File: config.mk
export PLATFORM = sky130hd
export DESIGN_NAME = axi_wr_slave_ctrl_flat
export DESIGN_NICKNAME = d
export VERILOG_FILES = /design/src/rtl/axi_wr_slave_ctrl_if.sv /design/src/rtl/axi_wr_slave_ctrl.sv /design/src/flat_wrapper.sv
export SDC_FILE = /design/constraint.sdc
export NUM_CORES = 1
export LEC_CHECK = 0
export ABC_AREA = 1
export ABC_CLOCK_PERIOD_IN_PS = 2500
export BUFFER_PORTS_ARGS = -buffer_cell sky130_fd_sc_hd__buf_2
export CAP_MARGIN = 15
export CORE_MARGIN = 10
export CORE_UTILIZATION = 31
export CTS_BUF_LIST = sky130_fd_sc_hd__clkbuf_8
export DETAILED_ROUTE_END_ITERATION = 8
export GPL_TIMING_DRIVEN = 0
export PLACE_DENSITY_LB_ADDON = 0.15
export SYNTH_ARGS = -nofsm -noshare
export SYNTH_HDL_FRONTEND = slang
export SYNTH_SLANG_ARGS = --single-unit
File: constraint.sdc
create_clock -name AXI_ACLK -period 2.5 [get_ports AXI_ACLK]
set_input_delay 0.125 -clock AXI_ACLK [delete_from_list [all_inputs] [get_ports AXI_ACLK]]
set_output_delay 0.125 -clock AXI_ACLK [all_outputs]
set_load 0.01 [all_outputs]
File: src/rtl/axi_wr_slave_ctrl_if.sv
// AXI4 write-channel bundle (AW/W/B) between a write master and axi_wr_slave_ctrl.
interface axi_wr_slave_ctrl_if #(
    parameter int ID_WIDTH   = 4,
    parameter int ADDR_WIDTH = 32,
    parameter int DATA_WIDTH = 32,
    parameter int LEN_WIDTH  = 8
);
    localparam int STRB_WIDTH = DATA_WIDTH / 8;

    logic [ID_WIDTH-1:0]   awid;
    logic [ADDR_WIDTH-1:0] awaddr;
    logic [LEN_WIDTH-1:0]  awlen;
    logic [2:0]            awsize;
    logic [1:0]            awburst;
    logic                  awvalid;
    logic                  awready;
    logic [ID_WIDTH-1:0]   wid;
    logic [DATA_WIDTH-1:0] wdata;
    logic [STRB_WIDTH-1:0] wstrb;
    logic                  wlast;
    logic                  wvalid;
    logic                  wready;
    logic [ID_WIDTH-1:0]   bid;
    logic [1:0]            bresp;
    logic                  bvalid;
    logic                  bready;

    modport slave (
        input  awid, awaddr, awlen, awsize, awburst, awvalid,
        input  wid, wdata, wstrb, wlast, wvalid,
        input  bready,
        output awready, wready, bid, bresp, bvalid
    );

    modport master (
        output awid, awaddr, awlen, awsize, awburst, awvalid,
        output wid, wdata, wstrb, wlast, wvalid,
        output bready,
        input  awready, wready, bid, bresp, bvalid
    );
endinterface

File: src/rtl/axi_wr_slave_ctrl.sv
// AXI4 write slave: one burst at a time, decodes FIXED/INCR/WRAP into SRAM word writes,
// flags protocol/command errors as SLVERR and returns one B response per burst.
module axi_wr_slave_ctrl #(
    parameter int ID_WIDTH   = 4,
    parameter int ADDR_WIDTH = 32,
    parameter int DATA_WIDTH = 32,
    parameter int STRB_WIDTH = DATA_WIDTH / 8,
    parameter int LEN_WIDTH  = 8,
    parameter int MEM_AW     = 10
) (
    input  logic                   AXI_ACLK,
    input  logic                   AXI_ARESETn,
    axi_wr_slave_ctrl_if.slave     axi,
    output logic                   MEM_WE,
    output logic [MEM_AW-1:0]      MEM_ADDR,
    output logic [DATA_WIDTH-1:0]  MEM_WDATA,
    output logic [STRB_WIDTH-1:0]  MEM_WSTRB
);
    localparam int LG = $clog2(STRB_WIDTH);

    typedef enum logic [1:0] {IDLE, DATA, RESP} state_t;
    state_t state, state_n;

    logic [ID_WIDTH-1:0]   id_q;
    logic [ADDR_WIDTH-1:0] addr_q, addr_n, step, bnd;
    logic [LEN_WIDTH-1:0]  len_q, cnt_q;
    logic [2:0]            size_q;
    logic [1:0]            burst_q;
    logic                  err_q, err_n, cmd_err;
    logic                  aw_hs, w_hs, b_hs, last_beat;

    assign aw_hs     = axi.awvalid & axi.awready;
    assign w_hs      = axi.wvalid & axi.wready;
    assign b_hs      = axi.bvalid & axi.bready;
    assign last_beat = (cnt_q == len_q);

    always_comb begin
        cmd_err = 1'b0;
        if (axi.awburst == 2'b11) cmd_err = 1'b1;
        if (axi.awsize > 3'(LG)) cmd_err = 1'b1;
        if (axi.awburst == 2'b10 &&
            !(axi.awlen == LEN_WIDTH'(1) || axi.awlen == LEN_WIDTH'(3) ||
              axi.awlen == LEN_WIDTH'(7) || axi.awlen == LEN_WIDTH'(15)))
            cmd_err = 1'b1;
    end

    // Next beat address; INCR realigns to the beat size after the first beat.
    always_comb begin
        step   = ADDR_WIDTH'(1) << size_q;
        bnd    = (ADDR_WIDTH'(len_q) + ADDR_WIDTH'(1)) << size_q;
        addr_n = addr_q;
        case (burst_q)
            2'b01:   addr_n = (addr_q & ~(step - ADDR_WIDTH'(1))) + step;
            2'b10:   addr_n = (addr_q & ~(bnd - ADDR_WIDTH'(1))) |
                              ((addr_q + step) & (bnd - ADDR_WIDTH'(1)));
            default: addr_n = addr_q;
        endcase
    end

    // Error is sticky; a bad WID/WLAST beat is still written, later beats are not.
    assign err_n = err_q | (axi.wid != id_q) | (axi.wlast != last_beat);

    always_comb begin
        state_n = state;
        case (state)
            IDLE:    if (aw_hs) state_n = DATA;
            DATA:    if (w_hs && last_beat) state_n = RESP;
            RESP:    if (b_hs) state_n = IDLE;
            default: state_n = IDLE;
        endcase
    end

    always_ff @(posedge AXI_ACLK or negedge AXI_ARESETn) begin
        if (!AXI_ARESETn) begin
            state       <= IDLE;
            axi.awready <= 1'b0;
            axi.wready  <= 1'b0;
            axi.bvalid  <= 1'b0;
            axi.bid     <= '0;
            axi.bresp   <= 2'b00;
            id_q        <= '0;
            addr_q      <= '0;
            len_q       <= '0;
            cnt_q       <= '0;
            size_q      <= '0;
            burst_q     <= '0;
            err_q       <= 1'b0;
        end else begin
            state       <= state_n;
            axi.awready <= (state_n == IDLE);
            axi.wready  <= (state_n == DATA);
            axi.bvalid  <= (state_n == RESP);
            if (aw_hs) begin
                id_q    <= axi.awid;
                addr_q  <= axi.awaddr;
                len_q   <= axi.awlen;
                size_q  <= axi.awsize;
                burst_q <= axi.awburst;
                cnt_q   <= '0;
                err_q   <= cmd_err;
            end
            if (w_hs) begin
                err_q  <= err_n;
                cnt_q  <= cnt_q + LEN_WIDTH'(1);
                addr_q <= addr_n;
                if (last_beat) begin
                    axi.bid   <= id_q;
                    axi.bresp <= err_n ? 2'b10 : 2'b00;
                end
            end
        end
    end

    assign MEM_WE    = w_hs & ~err_q;
    assign MEM_ADDR  = addr_q[MEM_AW+LG-1:LG];
    assign MEM_WDATA = axi.wdata;
    assign MEM_WSTRB = axi.wstrb;
endmodule

File: src/flat_wrapper.sv
// flat-port wrapper written by rule: the top's interface ports become plain ports
module axi_wr_slave_ctrl_flat 
#(
    parameter int ID_WIDTH   = 4,
    parameter int ADDR_WIDTH = 32,
    parameter int DATA_WIDTH = 32,
    parameter int STRB_WIDTH = DATA_WIDTH / 8,
    parameter int LEN_WIDTH  = 8,
    parameter int MEM_AW     = 10
)
  (AXI_ACLK, AXI_ARESETn, MEM_WE, MEM_ADDR, MEM_WDATA, MEM_WSTRB, axi_awid, axi_awaddr, axi_awlen, axi_awsize, axi_awburst, axi_awvalid, axi_wid, axi_wdata, axi_wstrb, axi_wlast, axi_wvalid, axi_bready, axi_awready, axi_wready, axi_bid, axi_bresp, axi_bvalid);
  axi_wr_slave_ctrl_if #(.ID_WIDTH(ID_WIDTH), .ADDR_WIDTH(ADDR_WIDTH), .DATA_WIDTH(DATA_WIDTH), .LEN_WIDTH(LEN_WIDTH)) axi_i ();
  input  logic AXI_ACLK;
  input  logic AXI_ARESETn;
  output logic MEM_WE;
  output logic [MEM_AW-1:0] MEM_ADDR;
  output logic [DATA_WIDTH-1:0] MEM_WDATA;
  output logic [STRB_WIDTH-1:0] MEM_WSTRB;
  input wire logic [$bits(axi_i.awid)-1:0] axi_awid;
  input wire logic [$bits(axi_i.awaddr)-1:0] axi_awaddr;
  input wire logic [$bits(axi_i.awlen)-1:0] axi_awlen;
  input wire logic [$bits(axi_i.awsize)-1:0] axi_awsize;
  input wire logic [$bits(axi_i.awburst)-1:0] axi_awburst;
  input wire logic [$bits(axi_i.awvalid)-1:0] axi_awvalid;
  input wire logic [$bits(axi_i.wid)-1:0] axi_wid;
  input wire logic [$bits(axi_i.wdata)-1:0] axi_wdata;
  input wire logic [$bits(axi_i.wstrb)-1:0] axi_wstrb;
  input wire logic [$bits(axi_i.wlast)-1:0] axi_wlast;
  input wire logic [$bits(axi_i.wvalid)-1:0] axi_wvalid;
  input wire logic [$bits(axi_i.bready)-1:0] axi_bready;
  output wire logic [$bits(axi_i.awready)-1:0] axi_awready;
  output wire logic [$bits(axi_i.wready)-1:0] axi_wready;
  output wire logic [$bits(axi_i.bid)-1:0] axi_bid;
  output wire logic [$bits(axi_i.bresp)-1:0] axi_bresp;
  output wire logic [$bits(axi_i.bvalid)-1:0] axi_bvalid;
  assign axi_i.awid = axi_awid;
  assign axi_i.awaddr = axi_awaddr;
  assign axi_i.awlen = axi_awlen;
  assign axi_i.awsize = axi_awsize;
  assign axi_i.awburst = axi_awburst;
  assign axi_i.awvalid = axi_awvalid;
  assign axi_i.wid = axi_wid;
  assign axi_i.wdata = axi_wdata;
  assign axi_i.wstrb = axi_wstrb;
  assign axi_i.wlast = axi_wlast;
  assign axi_i.wvalid = axi_wvalid;
  assign axi_i.bready = axi_bready;
  assign axi_awready = axi_i.awready;
  assign axi_wready = axi_i.wready;
  assign axi_bid = axi_i.bid;
  assign axi_bresp = axi_i.bresp;
  assign axi_bvalid = axi_i.bvalid;
  axi_wr_slave_ctrl #(.ID_WIDTH(ID_WIDTH), .ADDR_WIDTH(ADDR_WIDTH), .DATA_WIDTH(DATA_WIDTH), .STRB_WIDTH(STRB_WIDTH), .LEN_WIDTH(LEN_WIDTH), .MEM_AW(MEM_AW)) u_core (.AXI_ACLK(AXI_ACLK), .AXI_ARESETn(AXI_ARESETn), .axi(axi_i), .MEM_WE(MEM_WE), .MEM_ADDR(MEM_ADDR), .MEM_WDATA(MEM_WDATA), .MEM_WSTRB(MEM_WSTRB));
endmodule
Word-level counts from Yosys, hierarchy flattened:

Index checks and enable logic that the tools add are counted.

* register bits after elaboration: 69
* input port bits: 95
* output and inout port bits: 56
* logic and storage cells: 77

* add/subtract/negate cells: 6
* magnitude comparators: 1
* equality and inequality tests: 16
* shifts and indexed selects: 2
* mux-type cells: 15
* bitwise logic cells: 13
* reductions and logical operators: 11

Operator list (count)
* 32-bit AND: 3
* 32-bit adder: 2
* 32-bit two-way mux: 2
* 32-bit NOT: 2
* 32-bit one-hot mux with 2 select lines: 1
* 32-bit by 1-bit subtractor with 32-bit output, second input constant: 2
* 32-bit OR: 1
* 1-bit by 3-bit left shift with 32-bit output, first input constant: 1
* 32-bit by 3-bit left shift with 32-bit output: 1
* 8-bit two-way mux: 2
* 2-bit equality test, second input constant: 5
* 8-bit by 1-bit adder with 9-bit output, second input constant: 1
* 8-bit by 1-bit adder with 8-bit output, second input constant: 1
* 8-bit by 1-bit equality test with 1-bit output, second input constant: 1
* 8-bit by 2-bit equality test with 1-bit output, second input constant: 1
* 8-bit by 3-bit equality test with 1-bit output, second input constant: 1
* 8-bit by 4-bit equality test with 1-bit output, second input constant: 1
* 8-bit equality test: 1
* 2-bit two-way mux: 4
* 2-bit by 1-bit equality test with 1-bit output, second input constant: 3
* 2-bit one-hot mux with 3 select lines: 1
* 1-bit two-way mux: 5
* 1-bit AND: 4
* 2-bit logical NOT: 2
* 11 further kinds: 16

Logic depth before layout (Yosys ltp):

* depth after elaboration: 9
* gate-level depth with buffers: 20
* depth with buffers taken out: 19

Least setup slack after synthesis:

No wires, ideal clock.

* path kind: reg2reg
* start point: reg u_core.size_q[1]
* end point: reg with a tool-made name
* library setup time: 0.116 ns
* data arrival time: 2.292 ns
* data required time: 2.384 ns
* path slack: 0.092 ns
* stages on the path, launching flop included: 20
* path buffers: 1
* clock period less this slack: 2.408 ns
* cells stage by stage: dfrtp_1 -> buf_4 -> nor2_4 -> inv_4 -> nor2_4 -> ha_1 -> inv_1 -> fa_1 -> o21ai_1 -> nand2_1 -> nand2_1 -> nand4_1 -> nand2_1 -> nand3_1 -> nand2_1 -> nor2_1 -> nand2_1 -> nand2_1 -> nand2_1 -> nand2_1

RTL lines
* from (decl): RTL line axi_wr_slave_ctrl.sv:27 `logic [2:0] size_q;`
* from (signal assigned): RTL line axi_wr_slave_ctrl.sv:97 `size_q <= axi.awsize;`

==> metrics.yaml <==
ys_seq_area_share_pct: 25.8
tritoncts.num_buffers: 5
yosys_warnings: 0
synthTopCellsByArea: "sky130_fd_sc_hd__dfrtp_1 (26%), sky130_fd_sc_hd__nand2_1 (15%), sky130_fd_sc_hd__buf_4 (8.4%)"
required_ns: 2.77
syn-instance-count: 690
cellPowerDensity_mw_per_mm2: 1210
whs_ns: 0.0153
synthesis.area_per_instance_um2: 6.76
route.antenna.remaining_nets: 0
hold_crit_depth: 3
syn-cell-area_mm2: 0.00466
multi_input_area_mm2: 0.00282
grt_util_all_layers_pct: 14.5
synth_top_cell_by_area: "sky130_fd_sc_hd__dfrtp_1"
timing.critical_path.from: "u_core.size_q[1]"
synth_async_sr_flop_share_pct: 100
clock-skew-final_ns: 0.0237
wl_per_cell_um: 15.1
filler_cell_count: 1586
finalInstanceArea_mm2: 0.00586
dieArea_mm2: 0.0204
vias_per_cell: 4.80
max_freq_ghz: 0.416
drc_errors: 0
cts.clk_slew.worst_paths_ns: 0.10
worst_slew_pin_tran_ns: 0.683
num_io_pins: 151
remaining_global_route_overflow: 0
setup_ws_ns: 0.0944
routabilityCongestion: 0.893
number_of_antenna_violations_at_the_first_check_in_global_routing: 1
holdCritPathClass: "primary input to flop"
period_share_pct: 96.2
cts.root.buffer_cell: "sky130_fd_sc_hd__clkbuf_8"
timing.hold.worst.start: "axi_awburst[1]"
grt_max_degree: 38
timing.final.crit_period_ns: 2.41
synth_flop_cell: "sky130_fd_sc_hd__dfrtp_1"
dpl.hpwl_mm: 12.3
dp_slack_ns: -0.385
critical_path_arrival_ns: 2.67
port_buffers: 93
rows: 44
antenna-diode-count: 0
final_hold_viol_count: 0
drv_cap: 0
power.static_leakage_nw: 3.04
maxSlewViolCount: 0
run_status: "complete, no violations"
num_vias: 4794
die_w_um: 143
initialDrtViolationCount: 190
ys_seq_elements: 48
r2r_cells: 16
synth_enable_flop_cells: 0
timing.final.setup_violations: 0
grt_pass1_wl_mm: 23.9
finish.net_count: 923
tritoncts: "built"
startpoint_type: "flop"
path_class: "flop to flop"
synth_cell_type_count: 52
post_route_cells_drive_above_1_share_pct: 32.7
syn_nets: 800
vias_in_the_first_global_route: 4778
core_region_area_mm2: 0.0146
die_h_um: 143
timing.critical_path.to_type: "flop"
starting_density_of_the_core_pct: 31.9
vdd.ir_drop.worst_v: 0.000533
syn2layout_area_growth_pct: 25.6
clockBufferDepth: 2
drtPass1Iterations: 4
dpl-instance-area_mm2: 0.00538
synth_top_cell_area_share_pct: 25.8
worstReg2RegStart: "u_core.size_q[1]"
layout.area.seq_mm2: 0.00120
ctsHtreeMaxLevel: 2
critical_path.max_fanout: 6
grt_setup_unrepaired: "true"
relSlewSlack_pct: 54.5
fin_total_pwr_mw: 7.11
clock_insertion_delay_at_the_later_pin_of_the_skew_report_ns: 0.34
finalWirelength_mm: 15.0
cts.sink_count: 48
through the flow:
step | std cells | utilization (%) | TNS [ns]
global route | 998 | 40.0 | -0.272
detailed placement | 968 | 36.7 | -3.12
floorplan | 690 | - | 0
finish | 998 | 40.0 | 0
CTS | 985 | 38.7 | -0.00581
global placement | 967 | 36.6 | -3.04
where the power goes:
part	switching, mW	internal, mW
logic	2.99	1.94
registers	0.371	1.08
clock network	0.322	0.403
worst paths after layout:
check | endpoint | slack, ns
worst max-delay path | flop | 0.09
worst min-delay path | u_core.burst_q[1] | 0.02
worst max register to register | flop | 0.09
worst min register to register | u_core.burst_q[1] | 0.50
max in group asynchronous | u_core.size_q[2] | 1.73
min in group asynchronous | async pin | 0.21
layout by cell type (no fill, tap or decap), types with 3 or more instances in the layout:
cell type and n:
sky130_fd_sc_hd__nand2_1 172, sky130_fd_sc_hd__nand2_2 22, sky130_fd_sc_hd__o21a_1 3, sky130_fd_sc_hd__buf_2 94, sky130_fd_sc_hd__xor2_1 18, sky130_fd_sc_hd__inv_1 68
sky130_fd_sc_hd__mux2_2 3, sky130_fd_sc_hd__ha_1 10, sky130_fd_sc_hd__a21oi_1 21, sky130_fd_sc_hd__buf_4 66, sky130_fd_sc_hd__a211oi_1 3, sky130_fd_sc_hd__xnor2_1 7
sky130_fd_sc_hd__o31ai_1 4, sky130_fd_sc_hd__o21ai_1 10, sky130_fd_sc_hd__nand3_1 70, sky130_fd_sc_hd__inv_2 6, sky130_fd_sc_hd__nor2_1 41, sky130_fd_sc_hd__o211ai_1 4
sky130_fd_sc_hd__nand3_2 14, sky130_fd_sc_hd__a31oi_1 4, sky130_fd_sc_hd__ha_4 3, sky130_fd_sc_hd__nor2_4 8, sky130_fd_sc_hd__nor2_2 8, sky130_fd_sc_hd__o21ai_2 5
sky130_fd_sc_hd__inv_4 4, sky130_fd_sc_hd__nand4_1 5, sky130_fd_sc_hd__dfrtp_1 45, sky130_fd_sc_hd__clkbuf_8 5, sky130_fd_sc_hd__buf_6 5, sky130_fd_sc_hd__dfrtp_2 3
sky130_fd_sc_hd__dlygate4sd3_1 5, sky130_fd_sc_hd__clkbuf_1 7, sky130_fd_sc_hd__o21ai_0 33
layout make-up:
class | count | share of cell area, %
Timing Repair Buffer | 116 | 11.3
Multi-Input combinational cell | 497 | 48.2
Sequential cell | 48 | 20.6
Buffer | 65 | 8.29
Clock buffer | 5 | 1.17
Clock inverter | 3 | 1.17
Tap cell | 184 | 3.93
Inverter | 80 | 5.36
critical path, stage by stage (launching register included):
cell                       delay, ns
sky130_fd_sc_hd__dfrtp_1        0.38
sky130_fd_sc_hd__buf_6          0.14
sky130_fd_sc_hd__nor2_4         0.11
sky130_fd_sc_hd__inv_4          0.06
sky130_fd_sc_hd__nor2_4         0.11
sky130_fd_sc_hd__ha_4           0.16
sky130_fd_sc_hd__inv_4          0.03
sky130_fd_sc_hd__fa_2           0.36
sky130_fd_sc_hd__o21ai_2        0.17
sky130_fd_sc_hd__nand2_1        0.09
sky130_fd_sc_hd__nand2_2        0.08
sky130_fd_sc_hd__buf_4          0.11
sky130_fd_sc_hd__xor2_1         0.13
sky130_fd_sc_hd__nand3_1        0.09
sky130_fd_sc_hd__o211ai_1       0.11
sky130_fd_sc_hd__o21ai_1        0.09
sky130_fd_sc_hd__o21ai_1        0.14
cells in the mapped netlist (4+ instances only):
cell type and n:
sky130_fd_sc_hd__a21oi_1 21, sky130_fd_sc_hd__a31oi_1 4, sky130_fd_sc_hd__buf_4 52, sky130_fd_sc_hd__clkbuf_1 8
sky130_fd_sc_hd__dfrtp_1 48, sky130_fd_sc_hd__ha_1 14, sky130_fd_sc_hd__inv_1 70, sky130_fd_sc_hd__inv_2 6
sky130_fd_sc_hd__nand2_1 181, sky130_fd_sc_hd__nand2_2 13, sky130_fd_sc_hd__nand3_1 75, sky130_fd_sc_hd__nand3_2 9
sky130_fd_sc_hd__nand4_1 5, sky130_fd_sc_hd__nor2_1 43, sky130_fd_sc_hd__nor2_2 9, sky130_fd_sc_hd__nor2_4 5
sky130_fd_sc_hd__o211ai_1 4, sky130_fd_sc_hd__o21ai_0 34, sky130_fd_sc_hd__o21ai_1 11, sky130_fd_sc_hd__o31ai_1 4
sky130_fd_sc_hd__xnor2_1 7, sky130_fd_sc_hd__xor2_1 18
cell families (layout without fill, tap and decap cells):
logic type / count (synthesis) / after routing / share of synthesized area [%]
simple gates: 351 / 351 / 34.8
xor+xnor: 25 / 25 / 4.69
flops: 48 / 48 / 25.8
buf+inv: 145 / 269 / 16.5
compound gates: 102 / 102 / 13.3
mux: 3 / 3 / 0.724
other cells: 1 / 1 / 0.0804
fa+ha+maj: 15 / 15 / 4.18
what timing repair did:
| action | 4_1_cts | 5_1_grt |
|---|---|---|
| hold buffers | 5 | 0 |
| endpoints found under the hold margin | 15 | 0 |
| setup buffers | 4 | 13 |
| endpoints found under the setup margin | 10 | 10 |
| pin swaps | 5 | 19 |
| gates resized for setup | 18 | 27 |
metal layers:
metal	share of wire, %	GRT usage, %	vias up	routed length (µm)
met4	2.4	4.67	0	356
met2	47	24.6	142	7010
met3	7.7	4.11	18	1160
met1	43	17.4	2194	6520
li1	-	-	2440	-
met5	0	0	-	0
Power figures use the tool's default switching activity.
